**src/rtl/svfloat_ftoi_arb.sv**
```systemverilog
// Round-robin arbitrated float-to-fixed-point converter: nreq requesters share
// one conversion datapath feeding a single registered output slot.

package svfloat;
  typedef struct packed {
    logic        sign;
    logic [4:0]  exponent;
    logic [9:0]  mantissa;
  } float16;

  typedef struct packed {
    logic        sign;
    logic [7:0]  exponent;
    logic [22:0] mantissa;
  } float32;

  typedef struct packed {
    logic        sign;
    logic [10:0] exponent;
    logic [51:0] mantissa;
  } float64;
endpackage

module svfloat_ftoi_arb #(
  parameter type float = svfloat::float32,
  parameter int  width = 32,
  parameter int  frac  = 0,
  parameter int  nreq  = 4,
  localparam int idw   = (nreq > 1) ? $clog2(nreq) : 1
) (
  input  logic                                 clk,
  input  logic                                 rst,
  input  logic [nreq-1:0]                      req_valid,
  output logic [nreq-1:0]                      req_ready,
  input  logic [nreq-1:0][$bits(float)-1:0]    req_data,
  input  logic [nreq-1:0]                      req_signed,
  output logic                                 out_valid,
  input  logic                                 out_ready,
  output logic [width-1:0]                     out_data,
  output logic [idw-1:0]                       out_id,
  output logic                                 out_sat
);

  localparam int          fw   = $bits(float);
  localparam int          ew   = (fw == 64) ? 11 : (fw == 16) ? 5 : 8;
  localparam int          mw   = fw - 1 - ew;
  localparam int          bias = (1 << (ew - 1)) - 1;
  localparam int          xw   = mw + width + frac + 2;
  localparam int unsigned nr   = nreq;

  logic [idw-1:0] ptr_q;
  logic [idw-1:0] gnt_idx;
  logic           found;
  logic           can_accept;
  logic           xfer;
  int unsigned    idx;

  // Rotating priority search starting at ptr_q
  always_comb begin
    found   = 1'b0;
    gnt_idx = '0;
    idx     = 0;
    for (int unsigned k = 0; k < nr; k++) begin
      idx = (32'(ptr_q) + k) % nr;
      if (!found && req_valid[idx]) begin
        found   = 1'b1;
        gnt_idx = idw'(idx);
      end
    end
  end

  assign can_accept = !out_valid || out_ready;
  assign req_ready  = (found && can_accept && !rst) ? (nreq'(1) << gnt_idx) : '0;
  assign xfer       = |(req_valid & req_ready);

  logic [fw-1:0]    op;
  logic             op_sign;
  logic [ew-1:0]    op_exp;
  logic [mw-1:0]    op_man;
  logic             want_signed;
  int               unb;
  int               sh;
  logic [xw-1:0]    mant_x;
  logic [xw-1:0]    mag;
  logic [width-1:0] conv;
  logic             conv_sat;

  // Shift the implicit-one mantissa into fixed-point position; bits shifted
  // below the LSB are dropped, which truncates toward zero on the magnitude.
  always_comb begin
    op          = req_data[gnt_idx];
    op_sign     = op[fw-1];
    op_exp      = op[fw-2:mw];
    op_man      = op[mw-1:0];
    want_signed = req_signed[gnt_idx];
    unb         = int'(op_exp) - bias;
    sh          = 0;
    mant_x      = {{(xw-mw-1){1'b0}}, 1'b1, op_man};
    mag         = '0;
    conv        = '0;
    conv_sat    = 1'b0;
    if (&op_exp || unb >= width - 1) begin
      conv_sat         = 1'b1;
      conv[width-1]    = want_signed;
    end else if (op_exp != '0) begin
      sh = unb + frac - mw;
      if (sh >= 0)
        mag = mant_x << sh;
      else if (-sh < xw)
        mag = mant_x >> (-sh);
      conv = mag[width-1:0];
      if (op_sign)
        conv = -conv;
    end
  end

  always_ff @(posedge clk) begin
    if (rst) begin
      out_valid <= 1'b0;
      out_data  <= '0;
      out_id    <= '0;
      out_sat   <= 1'b0;
      ptr_q     <= '0;
    end else if (xfer) begin
      out_valid <= 1'b1;
      out_data  <= conv;
      out_id    <= gnt_idx;
      out_sat   <= conv_sat;
      ptr_q     <= (32'(gnt_idx) == nr - 1) ? '0 : gnt_idx + idw'(1);
    end else if (out_ready) begin
      out_valid <= 1'b0;
    end
  end

endmodule

```
**config.mk**
```make
export PLATFORM = sky130hd
export DESIGN_NAME = svfloat_ftoi_arb
export DESIGN_NICKNAME = d
export VERILOG_FILES = /design/src/rtl/svfloat_ftoi_arb.sv
export SDC_FILE = /design/constraint.sdc
export NUM_CORES = 1
export LEC_CHECK = 0
export BUFFER_PORTS_ARGS = -buffer_cell sky130_fd_sc_hd__buf_2
export CORE_ASPECT_RATIO = 0.9
export CORE_MARGIN = 3
export CORE_UTILIZATION = 60
export CTS_CLUSTER_DIAMETER = 150
export DETAILED_ROUTE_END_ITERATION = 16
export PLACE_DENSITY = 0.88
export SLEW_MARGIN = 20
export SYNTH_ARGS = -nofsm -noshare
export SYNTH_HDL_FRONTEND = slang
export SYNTH_SLANG_ARGS = --single-unit
```
**constraint.sdc**
```tcl
create_clock -name clk -period 26.4 [get_ports clk]
set_input_delay 5.28 -clock clk [delete_from_list [all_inputs] [get_ports clk]]
set_output_delay 5.28 -clock clk [all_outputs]
set_load 0.01 [all_outputs]
```
After elaboration in Yosys (flattened, before gate mapping)
Cells that the tools add are included.
W data, S select, Z words.

word-level totals
  register bits = 38
  bits in latches = 0
  bits in writable memories = 0
  memory bits (read-only) = 0
  input bits = 139
  output and inout port bits = 40
  logic and storage cells = 75
  memories kept = 0

operators by class
  add/sub/neg operators = 8
  multiply operators = 0
  divide/modulo/power cells = 0
  order comparisons = 8
  eq/ne operators = 1
  shifts and indexed selects = 3
  muxes and demuxes = 33
  bitwise logic cells = 1
  reduce and logical (&&, ||, !) cells = 16

operator list
  cell                    count
  $mux W32                7
  $bmux W32 S2            1
  $lt A32 B7 Y1 const B   1
  $neg A10 Y32            1
  $neg A32 Y32            1
  $shl A24 B32 Y32        1
  $shr A24 B32 Y32        1
  $mux W31                1
  $lt A2 B3 Y1 const B    5
  $mux W1                 13
  $bmux W1 S2             5
  $ge A10 B1 Y1 const B   1
  $mux W2                 5
  $sub A9 B6 Y10 const B  1
  $ge A9 B6 Y1 const B    1
  $sub A8 B7 Y9 const B   1
  $reduce_and A8 Y1       1
  $reduce_bool A8 Y1      1
  $logic_and A1 B1 Y1     5
  $logic_not A1 Y1        5
  $add A2 B1 Y2 const B   2
  $add A2 B2 Y2 const B   2
  $and A4 B4 Y4           1
  $mux W4                 1
  other kinds (5)         6

Longest topological paths before layout
  depth after elaboration = 26
  depth in mapped cells = 37
  mapped depth without buffers = 27

Worst setup path after synthesis
Ideal clock, no wire load.

  kind = input port to output port
  start = in req_valid[0]
  end = out req_ready[3]
  arrival = 7.493 ns
  required time = 21.120 ns
  slack = 13.627 ns
  stages on the path = 12
  buffers on the path = 6
  cell sequence = and2_4 -> and2_0 -> or3_1 -> buf_4 -> inv_4 -> buf_8 -> buf_12 -> buf_6 -> clkbuf_1 -> buf_1 -> ha_1 -> and2_1

on the way
  elaborated cells on any way between the ends = 26
  classes of those cells = shift (1); mux (17); reduce/logical (8)

RTL lines
  item                           line  text
  from (decl)                    33    input logic [nreq-1:0] req_valid,
  $bmux W1 S2                    65    if (!found && req_valid[idx]) begin
  $mux W1 (implied by the code)  65
  $mux W1                        65
  $logic_not A1 Y1               65
  $logic_and A1 B1 Y1            65
  $mux W1                        65
  $logic_not A1 Y1               65
  $logic_and A1 B1 Y1            65
  $mux W1                        65
  $logic_not A1 Y1               65
  $logic_and A1 B1 Y1            65
  $mux W2 (*)                    65
  net gnt_idx[0]                 52    logic [idw-1:0] gnt_idx;
  $shl A1 B2 Y4 (*)              73    assign req_ready = (found && can_accept && !rst) ? (nreq'(1) << gnt_idx) : '0;
  $mux W4 (*)                    73
  to (decl)                      34    output logic [nreq-1:0] req_ready,

The timed path passes the listed nets; every way through them passes the cells marked *. The select of a mux whose other input is x is not followed.

Worst setup path in the final report
  start = in req_valid[1]
  end = reg out_data[26]

on the way
  word-level cells in the longest chain between the ends = 26
  elaborated cells on any way between the ends = 49
  classes of those cells = add/sub (4); order compare (3); shift (3); mux (26); bitwise (1); reduce/logical (12)

ends and longest elaborated chain
  item                           line  text
  $bmux W1 S2                    65
  $mux W1 (implied by the code)  65
  $mux W1                        65
  $logic_not A1 Y1               65
  $logic_and A1 B1 Y1            65
  $mux W1                        65
  $logic_not A1 Y1               65
  $logic_and A1 B1 Y1            65
  [10 not listed]                --
  $mux W32                       109   else if (-sh < xw)
  $mux W32                       107   if (sh >= 0)
  $mux W32                       105   end else if (op_exp != '0) begin
  $mux W32                       102   if (&op_exp || unb >= width - 1) begin
  $neg A32 Y32                   113   conv = -conv;
  $mux W32                       112   if (op_sign)
  $mux W32                       105
  $mux W31                       102
  to (signal assigned)           126   out_data <= conv;
  to (decl)                      39    output logic [width-1:0] out_data,

Parallel ways exist; a longest one is shown, timed or not. The select of a mux whose other input is x is not followed.
A chain may end at the register's enable or synchronous reset.

==> metrics.txt <==
outcome finished, final reports clean; wire length of the first global-routing pass 43500 um; wire length per cell after detailed routing 20.3 um; post-route clock skew 0.00213 ns; Bufs on Longest Clock Path 2; met1 GRT Util 0.512; met2 track demand over resource 0.578; number of gates given a new drive strength after cts 0; Initial Utilization 0.620; floorplan die area 0.0140 sq mm; worst-path maximum fanout 51; Least-Margin Pin Slew 1.03 ns; total gr overflow 0; total area of sequential cells 761 sq um; insertion delay of the later-clocked pin in the worst-skew pair 0.29 ns; synth warn 0; post-synthesis instance area 0.00755 sq mm; H-tree levels 2; Ant. Diodes 0; CTS tree done; area of combinational cells with multiple inputs 0.00639 sq mm; Worst IR Drop VDD 0.0600 mV; cell taking the most area after synthesis dfxtp_1; number of remaining DRC errors 0; relative slew slack 0.315; post-CTS setup buffers 0; CTS clk-pin slew, worst paths 0.06 ns; GRT busiest layer met2; setup repair after global routing missed its margin no; Area Growth Syn to Fin 13.1%; Post-DRT Antenna Nets 0; overall via count from detail_route 9360; number of synthesized register bits 38; total power of the final layout 0.000922 W; Startpoint Class primary input; endpoint arrival time on the critical path 14.57 ns; Clock Sink Count 38; vias in the first global route 8260; sequential element share of the synthesized area 0.101; initial antenna violation count 0; Pwr per Cell Area 108 mW/mm^2; post-synthesis async set-or-reset flop share 0; f_max 0.0695 GHz; post-synthesis net count 1219; met3 Resource Use GR 0.0814; number of flops mapped to enable cells by yosys 0; I/O pins 179; final hold violation count 0; number of port buffers 178; number of DRC markers after the initial detailed-route iteration 1218; largest net degree at the start of global routing 68; final core utilization 0.701; syn_area_per_cell 7.09 sq um; CTS Buf Count 5; classification of the worst setup path primary input to flop; Most used DFF post-synth dfxtp_1; distinct cell type count after synthesis 89; TritonRoute pass-1 iters 5; Crit path required time 26.57 ns; global router's overall resource usage 0.371; core area 0.0122 sq mm; Total Nets Final 1335; worst setup margin 12.00 ns; critical path endpoint category flop; number of buffers added to fix hold violations after cts 0; Setup Slack @ Placement 11.73 ns; gate count after technology mapping 1064; final RePlAce weighted congestion 1.07; ratio of cells with drive above 1 in the final layout 0.242; Setup TNS 0 ns; Rows 38; Die Height 112 um; area share of the largest cell type after synthesis 0.101; Filler Cell Count 1094; leakage component of the power 3.68 nW; horizontal die dimension 124 um; post-route minimum period 14.40 ns; detail-routed via count per cell 6.98; Setup-failing EPs final 0; number of max-cap violations 0; total half-perimeter wirelength after legalization and detailed placement 21500 um; max-slew violation count 0; period utilisation layout 0.545; CTS Root Buffer Type clkbuf_16; WL final 27200 um; worst min-delay path category flop to flop; biggest area contributors in the synthesized netlist dfxtp_1 (10%), mux2i_1 (8.6%), mux4_2 (7.8%)
-- cell families (layout without fill, tap and decap cells) --
logic type / count (synthesis) / in the layout / synth area share
AO/OA/AOI/OAI: 332 / 332 / 0.310
XOR/XNOR: 37 / 37 / 0.0429
adder cells (fa/ha/maj): 16 / 16 / 0.0265
buffers and inverters: 94 / 211 / 0.0572
flip-flops: 38 / 38 / 0.101
multiplexers: 98 / 98 / 0.174
AND/OR/NAND/NOR: 449 / 449 / 0.288
-- flip-flops by register name, summed over array words and instances, names as in the netlist --
register   flops
out_data      32
out_id         2
out_sat        1
out_valid      1
ptr_q          2
-- layer usage --
metal / vias up / part of all wire
met2: 669 / 0.43
met4: 0 / 0.037
met3: 75 / 0.13
met1: 4314 / 0.40
li1: 4302 / -
met5: - / 0
-- where the power goes --
part           switching (W)  internal (W)
Sequential        0.00000458     0.0000662
Combinational       0.000504      0.000284
Clock              0.0000250     0.0000374
-- final cells by class --
| cell class | instances | share of cell area |
|---|---|---|
| flip-flops and latches | 38 | 0.0892 |
| well taps | 160 | 0.0235 |
| clock buffers | 6 | 0.0163 |
| inverters | 13 | 0.00616 |
| repair buffers | 190 | 0.115 |
| clock inverters | 2 | 0.00147 |
| multi-input cells | 932 | 0.748 |
-- worst max-delay path: stages --
cell	delay, ns
buf_2	0.15
nand2b_1	0.20
o211ai_4	0.70
nand2_2	0.78
inv_2	0.80
mux2i_1	0.19
mux2i_1	0.37
ha_1	0.39
nor4_1	0.16
nor4_4	0.57
a22oi_1	0.29
o211ai_1	0.32
xor2_1	0.31
and4_1	0.57
nand3_1	0.14
ha_1	0.22
nor4_1	0.30
nand3_1	0.12
nor3_1	0.42
inv_1	0.14
a21oi_1	0.53
a2bb2oi_1	0.21
ha_1	0.28
nand4_1	0.30
or2_1	0.32
o41ai_1	0.14
a311o_1	0.33
-- stage by stage --
stage,cell area [sq um],instances,hold WS [ns]
2_1_floorplan,7550,1064,0.470
3_3_place_gp,8370,1333,0.430
3_5_place_dp,8370,1333,0.440
4_1_cts,8520,1341,0.450
5_1_grt,8530,1341,0.469
6_report,8530,1341,0.443
-- cell usage after synthesis, types with 8 or more instances --
library cell,number
xnor2_1,25
xor2_1,12
or3_1,9
nor4_1,11
mux2i_1,65
a31o_2,21
o21ai_0,66
o22ai_1,9
o31ai_1,14
nand3_1,52
buf_1,8
and3_1,34
ha_1,16
clkbuf_1,57
inv_1,10
a211oi_1,33
o21a_1,8
a21oi_1,41
o211ai_1,19
nand2_1,152
a31oi_1,15
and2_1,8
o21ai_1,10
nor2_1,98
a22oi_1,8
dfxtp_1,38
mux4_2,26
nand4_1,19
buf_2,8
nor3_1,22
-- path summary, 6_finish.rpt --
| check | from | end | slack [ns] | cells after the start |
|---|---|---|---|---|
| setup reg to reg | ptr_q[1] | out_data[26] | 16.81 | 26 |
| hold / removal | out_data[21] | out_data[21] | 0.44 | 2 |
| hold reg to reg | out_data[21] | out_data[21] | 0.44 | 2 |
| setup / recovery | req_valid[1] | out_data[26] | 12.00 | 27 |
-- placed cells by master (no fill, tap or decap), types with 10 or more instances in the layout --
cell        n
xor2_1     12
buf_2     178
inv_1      10
nand2_1   152
buf_4      12
mux2i_1    64
nor3_1     22
a31o_2     21
nor2_1     98
ha_1       16
o211ai_1   19
xnor2_1    24
a21oi_1    41
nand4_1    19
o31ai_1    14
nand3_1    52
mux4_2     26
and3_1     34
o21ai_1    10
o21ai_0    66
nor4_1     11
a31oi_1    15
dfxtp_1    38
a211oi_1   33
Power figures use the tool's default switching activity.
